<file path="src/rtl/frag_write_unit.sv">
// rtl/frag_write_unit.sv - fragment writer: clip, optional z-test, colour/depth writes over Avalon-MM.
// Depth test compiled in only when FRAG_ZTEST_EN is defined.
module frag_write_unit #(
  parameter int WIDTH  = 640,
  parameter int HEIGHT = 480,
  parameter int FRAC   = 8
) (
  input  logic        CLK,
  input  logic        RESET,
  input  logic [31:0] frame_pointer,
  input  logic [31:0] z_buffer_pointer,
  input  logic        frag_valid,
  output logic        frag_ready,
  input  logic [23:0] frag_rgb,
  input  logic [31:0] frag_x,
  input  logic [31:0] frag_y,
  input  logic [31:0] frag_z,
  output logic [31:0] M_address,
  output logic        M_chipselect,
  output logic        M_read,
  output logic        M_write,
  output logic [31:0] M_writedata,
  input  logic [31:0] M_readdata,
  input  logic        M_readdatavalid,
  input  logic        M_waitrequest,
  output logic        busy,
  output logic [15:0] cnt_written,
  output logic [15:0] cnt_culled,
  output logic [15:0] cnt_clipped
);

`ifdef FRAG_ZTEST_EN
  typedef enum logic [2:0] {IDLE, ZRD, ZWAIT, CWR, ZWR} state_t;
`else
  typedef enum logic [2:0] {IDLE, CWR} state_t;
`endif

  localparam logic signed [31:0] W_S = 32'(WIDTH);
  localparam logic signed [31:0] H_S = 32'(HEIGHT);

  state_t      state_q, state_d;
  logic [31:0] caddr_q;
  logic [23:0] rgb_q;
  logic [15:0] cnt_written_q, cnt_written_d;
  logic [15:0] cnt_clipped_q, cnt_clipped_d;
  logic        inc_written, inc_clipped;

  logic signed [31:0] px, py;
  logic [31:0]        off_c;
  logic               accept, clip;

  function automatic logic [15:0] sat_inc(input logic [15:0] v);
    return (v == 16'hFFFF) ? v : v + 16'd1;
  endfunction

  assign px     = $signed(frag_x) >>> FRAC;
  assign py     = $signed(frag_y) >>> FRAC;
  assign clip   = (px < 0) || (py < 0) || (px >= W_S) || (py >= H_S);
  assign off_c  = (py * W_S + px) << 2;

  assign frag_ready = (state_q == IDLE) && !RESET;
  assign accept     = frag_valid && frag_ready;
  assign busy       = (state_q != IDLE);

`ifdef FRAG_ZTEST_EN
  logic [31:0] zaddr_q;
  logic [31:0] z_q;
  logic [15:0] cnt_culled_q, cnt_culled_d;
  logic        inc_culled;
`else
  logic        unused_ztest;
  assign unused_ztest = ^{z_buffer_pointer, frag_z, M_readdata, M_readdatavalid};
`endif

  always_comb begin
    state_d     = state_q;
    inc_written = 1'b0;
    inc_clipped = 1'b0;
`ifdef FRAG_ZTEST_EN
    inc_culled  = 1'b0;
`endif
    case (state_q)
      IDLE: begin
        if (accept) begin
          if (clip) begin
            inc_clipped = 1'b1;
          end else begin
`ifdef FRAG_ZTEST_EN
            state_d = ZRD;
`else
            state_d = CWR;
`endif
          end
        end
      end
`ifdef FRAG_ZTEST_EN
      ZRD: begin
        if (!M_waitrequest) state_d = ZWAIT;
      end
      ZWAIT: begin
        // Equal depth is treated as a failure (strictly nearer wins).
        if (M_readdatavalid) begin
          if ($signed(z_q) < $signed(M_readdata)) begin
            state_d = CWR;
          end else begin
            inc_culled = 1'b1;
            state_d    = IDLE;
          end
        end
      end
      ZWR: begin
        if (!M_waitrequest) state_d = IDLE;
      end
`endif
      CWR: begin
        if (!M_waitrequest) begin
          inc_written = 1'b1;
`ifdef FRAG_ZTEST_EN
          state_d = ZWR;
`else
          state_d = IDLE;
`endif
        end
      end
      default: state_d = IDLE;
    endcase
  end

  assign cnt_written_d = inc_written ? sat_inc(cnt_written_q) : cnt_written_q;
  assign cnt_clipped_d = inc_clipped ? sat_inc(cnt_clipped_q) : cnt_clipped_q;
`ifdef FRAG_ZTEST_EN
  assign cnt_culled_d  = inc_culled ? sat_inc(cnt_culled_q) : cnt_culled_q;
`endif

  always_ff @(posedge CLK) begin
    if (RESET) begin
      state_q       <= IDLE;
      caddr_q       <= 32'h0;
      rgb_q         <= 24'h0;
      cnt_written_q <= 16'h0;
      cnt_clipped_q <= 16'h0;
`ifdef FRAG_ZTEST_EN
      zaddr_q       <= 32'h0;
      z_q           <= 32'h0;
      cnt_culled_q  <= 16'h0;
`endif
    end else begin
      state_q       <= state_d;
      cnt_written_q <= cnt_written_d;
      cnt_clipped_q <= cnt_clipped_d;
`ifdef FRAG_ZTEST_EN
      cnt_culled_q  <= cnt_culled_d;
`endif
      if (accept && !clip) begin
        caddr_q <= frame_pointer + off_c;
        rgb_q   <= frag_rgb;
`ifdef FRAG_ZTEST_EN
        zaddr_q <= z_buffer_pointer + off_c;
        z_q     <= frag_z;
`endif
      end
    end
  end

  // Bus outputs decode only registered state so they hold steady under waitrequest.
  always_comb begin
    M_chipselect = 1'b0;
    M_read       = 1'b0;
    M_write      = 1'b0;
    M_address    = 32'h0;
    M_writedata  = 32'h0;
    case (state_q)
`ifdef FRAG_ZTEST_EN
      ZRD: begin
        M_chipselect = 1'b1;
        M_read       = 1'b1;
        M_address    = zaddr_q;
      end
      ZWR: begin
        M_chipselect = 1'b1;
        M_write      = 1'b1;
        M_address    = zaddr_q;
        M_writedata  = z_q;
      end
`endif
      CWR: begin
        M_chipselect = 1'b1;
        M_write      = 1'b1;
        M_address    = caddr_q;
        M_writedata  = {8'h00, rgb_q};
      end
      default: ;
    endcase
  end

  assign cnt_written = cnt_written_q;
  assign cnt_clipped = cnt_clipped_q;
`ifdef FRAG_ZTEST_EN
  assign cnt_culled  = cnt_culled_q;
`else
  assign cnt_culled  = 16'h0;
`endif

endmodule
</file>
<file path="config.mk">
export PLATFORM = sky130hd
export DESIGN_NAME = frag_write_unit
export DESIGN_NICKNAME = d
export VERILOG_FILES = /design/src/rtl/frag_write_unit.sv
export SDC_FILE = /design/constraint.sdc
export NUM_CORES = 1
export LEC_CHECK = 0
export ABC_AREA = 0
export CAP_MARGIN = 30
export CELL_PAD_IN_SITES_DETAIL_PLACEMENT = 0
export CELL_PAD_IN_SITES_GLOBAL_PLACEMENT = 1
export CORE_AREA = 2 2 163 165
export CTS_CLUSTER_SIZE = 40
export DETAILED_ROUTE_END_ITERATION = 6
export DIE_AREA = 0 0 165 167
export HOLD_SLACK_MARGIN = 0.12
export PLACE_DENSITY_LB_ADDON = 0.25
export SLEW_MARGIN = 10
export SYNTH_ARGS = -nofsm -noshare
export SYNTH_HDL_FRONTEND = slang
export SYNTH_SLANG_ARGS = --single-unit
</file>
<file path="constraint.sdc">
create_clock -name CLK -period 8.15 [get_ports CLK]
set_input_delay 1.63 -clock CLK [delete_from_list [all_inputs] [get_ports CLK]]
set_output_delay 1.63 -clock CLK [all_outputs]
set_load 0.02 [all_outputs]
</file>
Yosys cells after proc, flatten, opt, wreduce, memory -nomap -nowiden:

Cells that the tools add are included.

* flip-flop bits (word level): 91
* output and inout port bits: 117
* logic and storage cells: 47

* $add $sub $neg: 4
* bitwise operators: 2
* eq/ne operators: 6
* mux-type cells: 12
* order comparisons: 4
* multipliers: 1
* reduce and logical (&&, ||, !) cells: 13

Operators by type and width (number)
* 24-bit by 1-bit < comparator with 1-bit output (second input constant): 2
* 16-bit by 1-bit adder with 16-bit output (second input constant): 2
* 32-bit adder: 1
* 16-bit == test (second input constant): 2
* 32-bit two-way mux: 1
* 30-bit by 24-bit adder with 30-bit output: 1
* 24-bit by 10-bit greater-or-equal comparator with 1-bit output (second input constant): 1
* 24-bit by 11-bit greater-or-equal comparator with 1-bit output (second input constant): 1
* 24-bit by 4-bit multiplier with 23-bit output (second input constant): 1
* 24-bit two-way mux: 1
* 3-bit two-way mux: 3
* 1-bit two-way mux: 6
* 2-bit != test (second input constant): 3
* 3-bit case mux with 2 select lines: 1
* 2-bit AND reduction: 2
* 3-bit by 1-bit == test with 1-bit output (second input constant): 1
* 1-bit logical AND: 3
* 3-bit logical NOT: 1
* 1-bit logical OR: 3
* 3-bit AND reduction: 1
* 3-bit nonzero test: 1
* 1-bit logical NOT: 2
* 1-bit NOT: 2

Longest topological paths before layout:

* depth after elaboration: 8
* depth in mapped cells: 27

Worst setup path before layout:

Ideal clock, no wire load.

* path type: input to register
* start: in frag_y[10]
* end: reg caddr_q[31]
* cell stages on the path: 25
* path slack: 1.585 ns
* setup time: 0.070 ns
* path buffers: 0
* arrival time: 6.495 ns
* path through: ha_1 > ha_1 > a21o_1 > a21oi_2 > o21bai_1 > o311a_1 > nor2_1 > nor2b_1 > o21a_1 > nor2_1 > xnor2_1 > ha_1 > and3_1 > nand2_1 > or3_1 > a31oi_1 > xor2_1 > ha_1 > a2111oi_0 > nand2_1 > o21ai_2 > a21oi_2 > a31oi_1 > xnor3_1 > a21oi_1

* word-level cells in the longest chain between the ends: 6

RTL lines
* from (decl): RTL line 16 `input logic [31:0] frag_y,`
* parallel branches: the longest is 6 deep, another holds 32-bit adder
* to (signal assigned): RTL line 155 `caddr_q <= frame_pointer + off_c;`
* to (decl): RTL line 42 `logic [31:0] caddr_q;`

Several ways; the timed one is not identified.
A chain may end at the register's enable or synchronous reset.

Worst setup path in the final report:

* start: in frag_y[9]
* end: reg caddr_q[31]

Same word-level chain as after synthesis.

==> metrics.md <==
| Metric | Value |
|---|---|
| Outcome | `finished, final reports clean` |
| Die Area | `27600 um^2` |
| # hold bufs at CTS | `0` |
| Worst R2R Start | `cnt_written[4]$_SDFFE_PP0P_` |
| Avg WL per Cell | `14.0 um` |
| Least-Margin Pin Slew | `0.903 ns` |
| Flop-to-flop setup slack | `5.66 ns` |
| Clk buf depth | `2` |
| Global-route wire length before repair | `33.9 mm` |
| Post-synth EDFFs | `0` |
| GP Congestion | `0.782` |
| CP max FO | `5` |
| Cells after synthesis | `980` |
| Starting DRT DRC Count | `233` |
| CP max stage delay | `0.50 ns` |
| Fillers | `2713` |
| Endpoint class of the critical path | `register` |
| CORE AREA | `25800 um^2` |
| Total wire length | `21.1 mm` |
| Initial antenna violation count | `2` |
| Port-buffer cells | `199` |
| Ys flop type | `dfxtp_1` |
| Clk_skew | `0.00681 ns` |
| Final worst path period need | `7.33 ns` |
| Static Leak | `3.95 nW` |
| Synth top area cells | `dfxtp_1, ha_1, a21oi_1, nand2_1, xnor2_1` |
| Synth Register Bits | `89` |
| Relative slew slack | `39.8%` |
| Crit-path cells | `clkdlybuf4s50_1 > ha_1 > ha_1 > fa_1 > a21o_1 > a21oi_1 > o21bai_1 > a21oi_1 > a21oi_1 > xor2_1 > ha_1 > and3_1 > nand2_1 > or3_1 > a31oi_1 > xor2_1 > ha_1 > a2111oi_0 > nand2_1 > o21ai_2 > a21oi_2 > a31oi_1 > xnor3_1 > a21oi_1` |
| Antenna-violating nets left | `0` |
| Clk sinks | `89` |
| Largest net degree at the start of global routing | `65` |
| Yosys top cell area share | `23.3%` |
| Ys async rst share | `0%` |
| Max-slew violations | `0` |
| Crit path kind | `input port to register` |
| CP max stage cell | `clkdlybuf4s50_1` |
| Reg area | `1780 um^2` |
| Reg2Reg Depth | `8` |
| CP arrival | `7.61 ns` |
| Post-CTS Setup Repair Bufs | `0` |
| Antenna diode count | `0` |
| HP Class | `register to register` |
| Worst skew pair latency | `0.34 ns` |
| Io pins | `338` |
| Mapped Area | `7650 um^2` |
| Max frequency | `136 MHz` |
| First-pass iteration count of the detailed router | `4` |
| GRT Util Overall | `15.1%` |
| Utilization after layout | `39.5%` |
| CTS clock-pin slew for the worst setup and hold paths | `0.07 ns` |
| Area delta synth->final | `33.1%` |
| Placed inst area | `9840 um^2` |
| Initial core utilization | `29.7%` |
| Origin of the worst min-delay path | `caddr_q[5]$_SDFFE_PP0P_` |
| Die X | `165 um` |
| Post-route cell area | `10200 um^2` |
| RSZ-0062 raised after global routing | `no` |
| CTS tree | `yes` |
| Syn_area_per_cell | `7.81 um^2` |
| Crit share post-route | `90.0%` |
| Final Hold Vio Count | `0` |
| Die H | `167 um` |
| Largest delay share family, worst path | `compound AO/OA/AOI/OAI gates` |
| Routed vias | `7234` |
| Hold Crit Endpoint | `caddr_q[5]$_SDFFE_PP0P_` |
| Std cell rows | `59` |
| DR vias/cell | `4.82` |
| Root buf cell | `clkbuf_16` |
| Seq/Total Area, Yosys | `23.3%` |
| Synth unique cells | `69` |
| Vias in the first global route | `6831` |
| Critical Path RT | `8.43 ns` |
| Largest area contributor in the netlist | `dfxtp_1` |
| # DRC | `0` |
| DP HPWL | `16.4 mm` |
| PwrDens | `188 nW/um^2` |
| H-tree depth | `3` |
| Hold depth | `2` |
| RR Endpoint | `cnt_written[13]$_SDFFE_PP0P_` |
| Peak supply drop | `0.0740 mV` |
| Layout cells sized above 1 | `3.77%` |
| Non-Filler Instances | `1502` |
| Grt ovf | `0` |
| Ys Warns | `0` |
| Crit path buf inv count | `1` |
| Cts bufs inserted | `9` |
| Nets | `1479` |
| Final setup vio count | `0` |
| Post-CTS Resized | `0` |
| Type of origin of the critical path | `input port` |
| Placed Cells | `1485` |
| Min Hold Slack | `0.448 ns` |
| Setup TNS | `0 ns` |
| Max Cap Viol | `0` |
| Multi-input gate area | `5530 um^2` |
==> synthesized netlist by cell type, types with 18 or more instances <==
cell type,count
o21ai_0,42
clkbuf_1,25
nor2_1,60
nand2_1,125
nand3_1,18
xor2_1,27
dfxtp_1,89
and2_1,61
buf_4,27
or3_1,21
ha_1,93
a21o_1,22
a21oi_1,120
inv_1,26
xnor2_1,46
==> how the worst max path moves through the flow <==
stage          slack [ns]                        to        from  cells after the start
6_report             0.82  caddr_q[31]$_SDFFE_PP0P_   frag_y[9]                     24
5_1_grt              0.31  caddr_q[31]$_SDFFE_PP0P_  frag_y[10]                     26
4_1_cts              0.73  caddr_q[31]$_SDFFE_PP0P_   frag_y[9]                     24
3_5_place_dp         0.38  caddr_q[31]$_SDFFE_PP0P_   frag_y[9]                     24
3_3_place_gp         0.40  caddr_q[31]$_SDFFE_PP0P_   frag_y[9]                     24
2_1_floorplan        1.59  caddr_q[31]$_SDFFE_PP0P_  frag_y[10]                     25
==> sequential cells by signal, indices dropped and copies added, names as in the netlist <==
signal and cells:
caddr_q 32, rgb_q 24, state_q 1, cnt_written 16, cnt_clipped 16
==> metal layers <==
| layer | wire length, um | track usage, % | up-vias |
|---|---|---|---|
| met5 | 13 | 0 | - |
| met4 | 209 | 3.29 | 2 |
| met3 | 1440 | 3.84 | 18 |
| met2 | 9650 | 26.1 | 171 |
| met1 | 9760 | 18.9 | 3263 |
| li1 | - | - | 3780 |
==> placed cells by master, fill, tap and decap left out, drive strengths merged, types with 17 or more instances in the layout <==
cell type | Yosys | layout
or3 | 23 | 23
nand2 | 125 | 125
xor2 | 27 | 27
dfxtp | 89 | 89
nand3 | 18 | 18
xnor2 | 47 | 47
nor2 | 61 | 61
a21oi | 122 | 122
ha | 93 | 93
o21ai | 53 | 53
nor3 | 17 | 17
clkdlybuf4s50 | 0 | 198
inv | 27 | 31
and2 | 61 | 61
a21o | 22 | 22
conb | 1 | 25
==> logic make-up after synthesis <==
group	Yosys count	synth area share (%)
buffers and inverters	83	5.69
flip-flops	89	23.3
AND/OR/NAND/NOR	366	23.8
multiplexers	2	0.262
AO/OA/AOI/OAI	268	22.1
XOR/XNOR	75	8.87
adder cells (fa/ha/maj)	96	16.0
other	1	0.0490
==> where the power goes <==
group          internal, mW  leakage, nW  switching (mW)  total [mW]
registers             0.435        0.717         0.00107       0.436
logic                 0.473         3.09           0.562        1.04
clock network         0.244        0.146           0.195       0.439
==> per-stage QoR <==
| step | worst slack (ns) | power, mW |
|---|---|---|
| 3_3_place_gp | 0.396 | 1.48 |
| 5_1_grt | 0.306 | 2.09 |
| 2_1_floorplan | 1.59 | 1.26 |
| 4_1_cts | 0.726 | 1.93 |
| 3_5_place_dp | 0.381 | 1.48 |
| 6_report | 0.818 | 1.91 |
==> area by class of cell <==
cell class	count	share of cell area [%]
Tap cell	335	4.12
Multi-Input combinational cell	832	54.3
Clock buffer	9	2.21
Sequential cell	89	17.5
Timing Repair Buffer	203	20.0
Clock inverter	7	0.836
Inverter	27	0.996
==> worst reg2reg max path: stages (launching register included) <==
cell and delay (ns):
dfxtp_1 0.37, and4_1 0.22, nand4_1 0.16, nor3_1 0.10, and3_1 0.24, a31oi_4 0.32
nand4_1 0.42, or3_1 0.45, a21oi_1 0.14
(Power assumes the default switching activity.)
